--- src/rtl/morse_pkg.sv ---
// Shared definitions for the Morse receive path.
//   state_e  : letter assembler FSM states
//   *_DEF    : default element limits and mark lengths
//   letter_t : letter code as emitted by the assembler (len, bits)
package morse_pkg;

    localparam int unsigned MAX_ELEM_DEF = 5;
    localparam int unsigned DOT_LEN_DEF  = 1;
    localparam int unsigned DASH_LEN_DEF = 3;

    // sym_len is three bits wide, so MAX_ELEM may not exceed 7.
    localparam int unsigned LEN_W = 3;

    typedef enum logic [1:0] {
        StIdle,
        StMark,
        StGap,
        StErr
    } state_e;

    typedef struct packed {
        logic [LEN_W-1:0]        len;
        logic [MAX_ELEM_DEF-1:0] bits;
    } letter_t;

endpackage

--- src/rtl/morse_sym_reg.sv ---
// Single-entry valid/ready holding register with overrun detection.
// A load is accepted when the register is empty or is being drained in the
// same cycle; otherwise the incoming word is dropped and overrun is set.
// Ports:
//   clk, rst   : clock, synchronous active-high reset
//   load       : one-cycle request to store load_data
//   load_data  : word to store
//   out_ready  : downstream accepts sym_data when sym_valid is high
//   sym_valid  : register holds a word
//   sym_data   : held word
//   overrun    : sticky, set when a load was dropped; cleared only by rst
module morse_sym_reg #(
    parameter int unsigned Width = 8
) (
    input  logic             clk,
    input  logic             rst,
    input  logic             load,
    input  logic [Width-1:0] load_data,
    input  logic             out_ready,
    output logic             sym_valid,
    output logic [Width-1:0] sym_data,
    output logic             overrun
);

    logic             valid_q, valid_d;
    logic [Width-1:0] data_q, data_d;
    logic             overrun_q, overrun_d;
    logic             accept;
    logic             drop;

    always_comb begin
        accept    = load && (!valid_q || out_ready);
        drop      = load && valid_q && !out_ready;
        valid_d   = valid_q;
        data_d    = data_q;
        overrun_d = overrun_q | drop;
        if (accept) begin
            valid_d = 1'b1;
            data_d  = load_data;
        end else if (valid_q && out_ready) begin
            valid_d = 1'b0;
        end
    end

    always_ff @(posedge clk) begin
        if (rst) begin
            valid_q   <= 1'b0;
            data_q    <= '0;
            overrun_q <= 1'b0;
        end else begin
            valid_q   <= valid_d;
            data_q    <= data_d;
            overrun_q <= overrun_d;
        end
    end

    assign sym_valid = valid_q;
    assign sym_data  = data_q;
    assign overrun   = overrun_q;

endmodule

--- src/rtl/morse_letter_assembler.sv ---
// Morse letter assembler. Classifies each run of 1s on the serial line as a
// dot or a dash, collects up to MAX_ELEM elements, and on the space
// detector's completion pulse hands the letter to a valid/ready output
// register. Malformed marks and element overflow discard the letter.
// Optional feature macro: MORSE_ERR_CNT_EN adds err_cnt.
// Ports:
//   clk, rst  : clock, synchronous active-high reset
//   in        : serial bit, 1 = mark, 0 = gap
//   space_is  : one-cycle letter-complete pulse
//   out_ready : downstream ready
//   sym_valid : letter held
//   sym_len   : element count of held letter
//   sym_bits  : element i in bit i, 1 = dash
//   err       : one-cycle pulse when a letter is discarded
//   overrun   : sticky, a letter was dropped on a full output register
//   err_cnt   : (MORSE_ERR_CNT_EN only) saturating count of err pulses and drops
module morse_letter_assembler
    import morse_pkg::*;
#(
    parameter int unsigned MAX_ELEM = MAX_ELEM_DEF,
    parameter int unsigned DOT_LEN  = DOT_LEN_DEF,
    parameter int unsigned DASH_LEN = DASH_LEN_DEF
) (
    input  logic                clk,
    input  logic                rst,
    input  logic                in,
    input  logic                space_is,
    input  logic                out_ready,
    output logic                sym_valid,
    output logic [LEN_W-1:0]    sym_len,
    output logic [MAX_ELEM-1:0] sym_bits,
    output logic                err,
    output logic                overrun
`ifdef MORSE_ERR_CNT_EN
    ,
    output logic [7:0]          err_cnt
`endif
);

    // Run counter saturates one above a dash so over-long marks stay invalid.
    localparam int unsigned        RunW    = $clog2(DASH_LEN + 2);
    localparam logic [RunW-1:0]    RunOne  = RunW'(1);
    localparam logic [RunW-1:0]    RunDot  = RunW'(DOT_LEN);
    localparam logic [RunW-1:0]    RunDash = RunW'(DASH_LEN);
    localparam logic [RunW-1:0]    RunSat  = RunW'(DASH_LEN + 1);
    localparam logic [LEN_W-1:0]   CntMax  = LEN_W'(MAX_ELEM);
    localparam int unsigned        WordW   = LEN_W + MAX_ELEM;

    state_e              state_q, state_d;
    logic [RunW-1:0]     run_q, run_d;
    logic [LEN_W-1:0]    cnt_q, cnt_d;
    logic [MAX_ELEM-1:0] bits_q, bits_d;
    logic                err_q, err_d;

    logic                elem_ok;
    logic                elem_dash;
    logic [LEN_W-1:0]    app_cnt;
    logic [MAX_ELEM-1:0] app_bits;

    logic                load;
    logic [WordW-1:0]    load_word;
    logic [WordW-1:0]    sym_word;

    // Classification of the run currently held, valid when a mark ends.
    always_comb begin
        elem_dash = (run_q == RunDash);
        elem_ok   = ((run_q == RunDot) || elem_dash) && (cnt_q < CntMax);
        app_cnt   = cnt_q + LEN_W'(1);
        app_bits  = bits_q | (MAX_ELEM'(elem_dash) << cnt_q);
    end

    // State register.
    always_ff @(posedge clk) begin
        if (rst) begin
            state_q <= StIdle;
            run_q   <= '0;
            cnt_q   <= '0;
            bits_q  <= '0;
            err_q   <= 1'b0;
        end else begin
            state_q <= state_d;
            run_q   <= run_d;
            cnt_q   <= cnt_d;
            bits_q  <= bits_d;
            err_q   <= err_d;
        end
    end

    // Next-state and element store.
    always_comb begin
        state_d = state_q;
        run_d   = run_q;
        cnt_d   = cnt_q;
        bits_d  = bits_q;
        unique case (state_q)
            StIdle, StGap: begin
                if (in) begin
                    state_d = StMark;
                    run_d   = RunOne;
                end
            end
            StMark: begin
                if (in) begin
                    if (run_q < RunSat) begin
                        run_d = run_q + RunOne;
                    end
                end else begin
                    run_d = '0;
                    if (elem_ok) begin
                        state_d = StGap;
                        cnt_d   = app_cnt;
                        bits_d  = app_bits;
                    end else begin
                        state_d = StErr;
                    end
                end
            end
            StErr: begin
                state_d = StErr;
            end
            default: begin
                state_d = StIdle;
            end
        endcase

        // Letter completion overrides the above; a mark still high restarts.
        if (space_is && (state_q != StIdle)) begin
            cnt_d  = '0;
            bits_d = '0;
            if ((state_q == StMark) && in) begin
                state_d = StMark;
                run_d   = RunOne;
            end else begin
                state_d = StIdle;
                run_d   = '0;
            end
        end
    end

    // Outputs of the FSM: discard pulse and output-register load request.
    always_comb begin
        err_d     = 1'b0;
        load      = 1'b0;
        load_word = {cnt_q, bits_q};
        if (space_is) begin
            unique case (state_q)
                StIdle: begin
                    load = 1'b0;
                end
                StMark: begin
                    // A mark ending on this edge is appended first.
                    if (in || !elem_ok) begin
                        err_d = 1'b1;
                    end else begin
                        load      = 1'b1;
                        load_word = {app_cnt, app_bits};
                    end
                end
                StGap: begin
                    load = 1'b1;
                end
                StErr: begin
                    err_d = 1'b1;
                end
                default: begin
                    err_d = 1'b0;
                end
            endcase
        end
    end

    morse_sym_reg #(
        .Width(WordW)
    ) u_sym_reg (
        .clk      (clk),
        .rst      (rst),
        .load     (load),
        .load_data(load_word),
        .out_ready(out_ready),
        .sym_valid(sym_valid),
        .sym_data (sym_word),
        .overrun  (overrun)
    );

    assign sym_len  = sym_word[WordW-1:MAX_ELEM];
    assign sym_bits = sym_word[MAX_ELEM-1:0];
    assign err      = err_q;

`ifdef MORSE_ERR_CNT_EN
    logic [7:0] err_cnt_q;
    logic       drop;

    assign drop = load && sym_valid && !out_ready;

    always_ff @(posedge clk) begin
        if (rst) begin
            err_cnt_q <= '0;
        end else if ((err_d || drop) && (err_cnt_q != 8'hFF)) begin
            err_cnt_q <= err_cnt_q + 8'd1;
        end
    end

    assign err_cnt = err_cnt_q;
`endif

endmodule

--- config.mk ---
export PLATFORM = sky130hd
export DESIGN_NAME = morse_letter_assembler
export DESIGN_NICKNAME = d
export VERILOG_FILES = /design/src/rtl/morse_pkg.sv /design/src/rtl/morse_sym_reg.sv /design/src/rtl/morse_letter_assembler.sv
export SDC_FILE = /design/constraint.sdc
export NUM_CORES = 1
export LEC_CHECK = 0
export CORE_ASPECT_RATIO = 0.8
export CORE_UTILIZATION = 50
export DETAILED_ROUTE_END_ITERATION = 10
export PLACE_DENSITY = 0.72
export SLEW_MARGIN = 20
export SYNTH_ARGS = -nofsm -noshare
export SYNTH_HDL_FRONTEND = slang
export SYNTH_SLANG_ARGS = --single-unit
--- constraint.sdc ---
create_clock -name clk -period 2.5 [get_ports clk]
set_clock_uncertainty 0.2 [all_clocks]
set_input_delay 0.5 -clock clk [delete_from_list [all_inputs] [get_ports clk]]
set_output_delay 0.5 -clock clk [all_outputs]
set_load 0.005 [all_outputs]
==> flow_metrics.py, run 1 <==
metrics = {
    "clocking": {
        "cts.reportedPaths.clkPinSlew_ns": 0.13,
        "cts_root_buffer": "clkbuf_4",
        "post-cts-setup-buffer-count": 0,
        "clock_insertion_delay_worst_skew_ns": 0.32,
        "htree_num_levels": 1,
        "cts.hold.buffers_added": 0,
        "cts_inserted_buffers": 3,
        "tritoncts": "done",
        "cts_repair_resize_count": 0,
        "cts_num_sinks": 24,
        "clk_path_buf_depth": 2,
    },
    "layout": {
        "utilization": 0.6113,
        "area_of_the_multi_input_gates_um2": 880.8,
        "drive_gt1_frac": 0.1222,
        "antennaDiodeCount": 0,
        "area_delta_synth_final_pct": 15.37,
        "num-fill-cells": 239,
        "seq_area_um2": 480.5,
        "number_of_nets_in_the_finished_design": 194,
    },
    "logic_synthesis": {
        "yosys.cell_types.count": 47,
        "synth_edf_count": 0,
        "synth-simple-area-share": 0.1990,
        "ys_dominant_reg_cell": "dfxtp_1",
        "number_of_instances_in_the_synthesized_netlist": 166,
        "yosysTopAreaCellShare": 0.3279,
        "syn_nets": 179,
        "combinational_family_with_the_most_area_after_synthesis": "compound AO/OA/AOI/OAI gates",
        "synth_compound_area_frac": 0.2622,
        "synth.yosys.warnings": 0,
        "ys_async_sr_fraction": 0,
        "synth_adder_area_share": 0.06832,
        "yosys_register_bits": 24,
        "synthesized_area_per_cell_um2": 8.826,
        "synth.mux.area_fraction": 0.07173,
        "synth.area.top_cells": "dfxtp_1 33%, ha_1 6.8%, nor2_1 5.4%",
        "synth_area_leader_cell": "dfxtp_1",
        "sequential_area_share_after_synthesis": 0.3279,
        "mappedNetlistArea_um2": 1465,
        "share_of_the_synthesized_netlist_area_taken_by_xor_and_xnor_gates": 0,
    },
    "timing": {
        "layout_min_cycle_time_ns": 2.259,
        "relative_slew_slack": 0.7106,
        "rsz0062_at_grt": "false",
        "worst_pin_slew_ns": 0.4335,
        "fmax_mhz": 442.6,
        "fin_crit_sh": 0.9037,
        "timing.final.max_slew_violations": 0,
        "hold-worst-slack_ns": 0.2607,
        "fin_setup_tns_ns": 0,
        "finalSetupViolCount": 0,
        "worst_slack_ns": 0.2408,
        "timing_hold_violations_final": 0,
    },
    "drt": {
        "route.detailed.drc": 0,
        "detail_route.iter0.violations": 106,
        "routed_wire_length_per_instance_um": 14.46,
        "drt-total-wl_um": 3152,
        "post_route_ant_nets": 0,
        "drt_first_pass_iters": 5,
        "dr_total_vias": 1251,
        "avgViaCountPerCell": 5.739,
    },
    "hold_path": {
        "timing.hold.worst.class": "reg -> reg",
    },
    "floorplan": {
        "fp.dieH_um": 50.42,
        "num_io_pins": 16,
        "placement_rows": 17,
        "die_width_um": 62.52,
        "die_area_um2": 3152,
        "floorplan.initialDensity": 0.5299,
        "design.core.area_um2": 2765,
    },
    "worst_setup_path": {
        "critical-path-top-delay-family": "adder cells",
        "crit_path_largest_cell_delay_ns": 0.42,
        "critical_path.endpoint_type": "register",
        "cp_num_buf_inv": 1,
        "crit_top_cell": "ha_1",
        "worst_ep_required_time_ns": 2.57,
        "startpoint_type": "register",
        "timing.critical_path.slowest_stage_cell": "dfxtp_1",
        "path_max_fanout": 10,
        "critical_path.cell_chain": "ha_1 -> ha_1 -> nor4bb_1 -> buf_4 -> a41oi_2 -> nor2_1 -> mux2_4",
        "timing_worst_setup_path_type": "reg -> reg",
        "worst-endpoint-arrival_ns": 2.33,
    },
    "placed_design": {
        "hpwlAfterDp_um": 2340,
        "placement.io_buffers": 15,
        "place.gp.congestion": 0.8327,
        "dp_worst_setup_slack_ns": 0.1369,
    },
    "grt": {
        "grt_start_max_net_pins": 17,
        "grt_pass1_wl_um": 5582,
        "gr-total-overflow": 0,
        "number_of_global_route_vias_before_repair": 1159,
        "antenna_violations_before_repair": 0,
        "groute.usage.overall": 0.2233,
    },
    "pwr": {
        "max-vdd-ir-drop_v": 0.0004371,
        "power.density_nw_per_um2": 530.2,
        "leakage_nw": 0.6377,
    },
    "run": {
        "timing.max_cap.violations": 0,
    },
    "status": {
        "outcome": "finished, final reports clean",
    },
}
[power by group]
group          switching, W  internal (W)  leakage [nW]
clock              0.000115      0.000162        0.0279
combinational      0.000126     0.0000810         0.416
sequential        0.0000172      0.000395         0.194
total              0.000258      0.000639         0.638
[cells in the mapped netlist, types with 2 or more instances]
| library cell | count |
|---|---|
| dfxtp_1 | 24 |
| nor2_1 | 21 |
| inv_1 | 12 |
| nor2b_1 | 9 |
| ha_1 | 8 |
| a21oi_1 | 7 |
| nand2_1 | 7 |
| a31oi_1 | 6 |
| buf_2 | 5 |
| mux2_4 | 5 |
| o211ai_1 | 5 |
| nand2b_1 | 4 |
| o21ai_1 | 4 |
| a41oi_1 | 3 |
| a41oi_2 | 3 |
| mux2i_1 | 3 |
| nand3_1 | 3 |
| o21ai_0 | 3 |
| a21o_1 | 2 |
| buf_4 | 2 |
| nor3_1 | 2 |
| nor4_1 | 2 |
| o31ai_1 | 2 |
[cell usage in the layout (no fill, tap or decap), types with 2 or more instances in the layout]
cell / n
inv_1: 12
ha_1: 8
o21ai_1: 4
nand2_1: 7
nand2b_1: 4
a21oi_1: 7
nor2b_1: 9
nor2_1: 21
mux2i_1: 3
nand3_1: 3
o31ai_1: 2
a41oi_1: 3
o211ai_1: 5
dfxtp_1: 24
o21ai_0: 3
clkdlybuf4s50_1: 15
clkbuf_4: 3
a21o_1: 2
mux2_4: 5
buf_4: 4
a31oi_1: 6
a41oi_2: 3
nor3_1: 2
nor4_1: 2
[cell type report]
cell class,instances,share of cell area
inverters,13,0.02887
multi-input cells,120,0.5211
clock inverters,1,0.01776
repair buffers,19,0.1066
flip-flops and latches,24,0.2842
clock buffers,3,0.01332
well taps,38,0.02813
[path summary, 6_finish.rpt]
kind | start | to | slack (ns) | depth (start not counted)
worst max register to register | run_q[0] | u_sym_reg.sym_data[2] | 0.24 | 7
worst min-delay path | u_sym_reg.overrun | u_sym_reg.overrun | 0.26 | 2
worst min register to register | u_sym_reg.overrun | u_sym_reg.overrun | 0.26 | 2
worst max-delay path | run_q[0] | u_sym_reg.sym_data[2] | 0.24 | 7
[state kept, by name, indices dropped and copies added (netlist names)]
signal,count
u_sym_reg.sym_data,8
bits_q,5
cnt_q,3
run_q,3
state_q,2
err,1
u_sym_reg.overrun,1
u_sym_reg.sym_valid,1
[stage by stage]
| stage | std cells | cell area (um2) | total power, W |
|---|---|---|---|
| after CTS | 218 | 1690 | 0.0008979 |
| after detailed placement | 214 | 1638 | 0.0006232 |
| after floorplan | 166 | 1465 | 0.0005708 |
| final | 218 | 1690 | 0.0008962 |
| after global placement | 214 | 1638 | 0.0006168 |
| after global routing | 218 | 1690 | 0.0009455 |
[routing by layer]
metal | track usage | routed length, um | up-vias
li1 | - | - | 630
met1 | 0.3333 | 1596 | 566
met2 | 0.3261 | 1353 | 51
met3 | 0.04318 | 168 | 4
met4 | 0.05426 | 34 | 0
met5 | 0 | 0 | -
[worst register-to-register path, delay by kind of cell, from the launching register on]
family                     cells  cell delay, ns
and+or+nand+nor                2            0.53
buffers and inverters          1            0.23
adders and majority gates      2            0.55
AOI/OAI and AO/OA              1            0.12
DFF                            1            0.42
muxes                          1            0.16
[kinds of logic after synthesis]
family,Yosys count
AO/OA/AOI/OAI,48
adder cells (fa/ha/maj),8
buffers and inverters,22
flip-flops,24
multiplexers,8
AND/OR/NAND/NOR,56
Note: power is estimated with default switching activity, not from simulation.
==> run 2: changes to the inputs <==
Settings changed: CORE_UTILIZATION 50 to 55, PLACE_DENSITY 0.72 to 0.78.
==> flow_metrics.py, run 2 (synthesized netlist as in run 1, its figures left out) <==
metrics = {
    "status": {
        "outcome": "finished, final reports clean",
    },
    "hold_path": {
        "timing.hold.worst.class": "reg -> reg",
    },
    "clocking": {
        "cts_num_sinks": 24,
        "cts.hold.buffers_added": 0,
        "clock_insertion_delay_worst_skew_ns": 0.32,
        "cts_inserted_buffers": 3,
        "tritoncts": "done",
        "cts_repair_resize_count": 0,
        "cts.reportedPaths.clkPinSlew_ns": 0.14,
        "cts_root_buffer": "clkbuf_4",
        "post-cts-setup-buffer-count": 0,
        "htree_num_levels": 1,
        "clk_path_buf_depth": 2,
    },
    "layout": {
        "utilization": 0.6799,
        "drive_gt1_frac": 0.1222,
        "final_common_cell": "dfxtp_1",
        "number_of_nets_in_the_finished_design": 194,
        "largest_register_ff_count": 8,
        "antennaDiodeCount": 0,
        "area_delta_synth_final_pct": 15.20,
        "instances_no_fill": 216,
        "mostFrequentLayoutCells": "24 x dfxtp_1, 21 x nor2_1, 15 x clkdlybuf4s50_1",
    },
    "timing": {
        "fin_setup_tns_ns": 0,
        "timing.final.max_slew_violations": 0,
        "relative_slew_slack": 0.7149,
        "worst_slack_ns": 0.2394,
        "layout_min_cycle_time_ns": 2.261,
        "worst_pin_slew_ns": 0.4217,
        "rsz0062_at_grt": "false",
        "hold-worst-slack_ns": 0.2671,
        "timing_hold_violations_final": 0,
        "fmax_mhz": 442.4,
        "finalSetupViolCount": 0,
        "fin_crit_sh": 0.9042,
    },
    "grt": {
        "antenna_violations_before_repair": 0,
        "groute.usage.overall": 0.2564,
        "number_of_global_route_vias_before_repair": 1136,
        "grt_pass1_wl_um": 5326,
        "grt_start_max_net_pins": 17,
        "gr-total-overflow": 0,
    },
    "drt": {
        "dr_total_vias": 1285,
        "drt_first_pass_iters": 4,
        "detail_route.iter0.violations": 86,
        "routed_wire_length_per_instance_um": 15.06,
        "route.detailed.drc": 0,
        "avgViaCountPerCell": 5.949,
        "drt-total-wl_um": 3253,
        "post_route_ant_nets": 0,
    },
    "floorplan": {
        "design.core.area_um2": 2482,
        "num_io_pins": 16,
        "fp.dieH_um": 48.17,
        "die_area_um2": 2876,
        "floorplan.initialDensity": 0.5902,
        "placement_rows": 16,
        "die_width_um": 59.71,
    },
    "worst_setup_path": {
        "critical_path.endpoint_type": "register",
        "cp_num_buf_inv": 1,
        "critical_path.cell_chain": "ha_1 -> ha_1 -> nor4bb_1 -> buf_4 -> a41oi_2 -> nor2_1 -> mux2_4",
        "worst-endpoint-arrival_ns": 2.34,
        "startpoint_type": "register",
        "crit_path_largest_cell_delay_ns": 0.42,
        "crit_top_cell": "ha_1",
        "worst_ep_required_time_ns": 2.58,
        "critical-path-top-delay-family": "adder cells",
        "timing_worst_setup_path_type": "reg -> reg",
        "timing.critical_path.slowest_stage_cell": "dfxtp_1",
        "path_max_fanout": 10,
    },
    "pwr": {
        "leakage_nw": 0.6377,
        "power.density_nw_per_um2": 539.5,
        "max-vdd-ir-drop_v": 0.0002963,
    },
    "placed_design": {
        "dp.cells": 212,
        "place.gp.congestion": 0.8633,
        "placement.io_buffers": 15,
        "dp_worst_setup_slack_ns": 0.1160,
        "hpwlAfterDp_um": 2395,
    },
    "run": {
        "timing.max_cap.violations": 0,
    },
}
run 2: cell counts in the layout (fill, tap and decap cells not counted):
Identical to the previous run, type by type.
run 2: stage by stage:
step	power (W)	instance area [um2]
2_1_floorplan	0.0005708	1465
3_3_place_gp	0.0006178	1635
3_5_place_dp	0.0006276	1635
4_1_cts	0.0009097	1688
5_1_grt	0.0009509	1688
6_report	0.0009107	1688
run 2: worst register-to-register path, cell delays in order, from the launching register on:
cell,delay [ns]
dfxtp_1,0.42
ha_1,0.17
ha_1,0.37
nor4bb_1,0.39
buf_4,0.24
a41oi_2,0.13
nor2_1,0.13
mux2_4,0.16
run 2: final timing paths:
kind / startpoint / end / slack (ns) / cells past startpoint
setup / recovery: run_q[0] / u_sym_reg.sym_data[1] / 0.24 / 7
hold / removal: u_sym_reg.overrun / u_sym_reg.overrun / 0.27 / 2
setup reg to reg: run_q[0] / u_sym_reg.sym_data[1] / 0.24 / 7
hold reg to reg: u_sym_reg.overrun / u_sym_reg.overrun / 0.27 / 2
run 2: power by group:
| part | internal (W) | total (W) | switching [W] |
|---|---|---|---|
| Combinational | 0.0000811 | 0.000212 | 0.000131 |
| Sequential | 0.000396 | 0.000412 | 0.0000164 |
| Clock | 0.000162 | 0.000287 | 0.000124 |
| Total | 0.000639 | 0.000911 | 0.000272 |
run 2: per-layer routing:
layer  vias up  track usage  wire length (um)
met1       603       0.3567              1504
met4         0      0.06977                39
met3         6      0.06897               226
met5         -            0                 0
li1        627            -                 -
met2        49       0.3978              1482
run 2: area by class of cell:
cell class / count / area, um2
Sequential cell: 24 / 480.5
Clock inverter: 1 / 30.03
Inverter: 13 / 48.80
Multi-Input combinational cell: 120 / 880.8
Clock buffer: 3 / 22.52
Timing Repair Buffer: 19 / 180.2
Fill cell: 224 / 794.5
Tap cell: 36 / 45.04
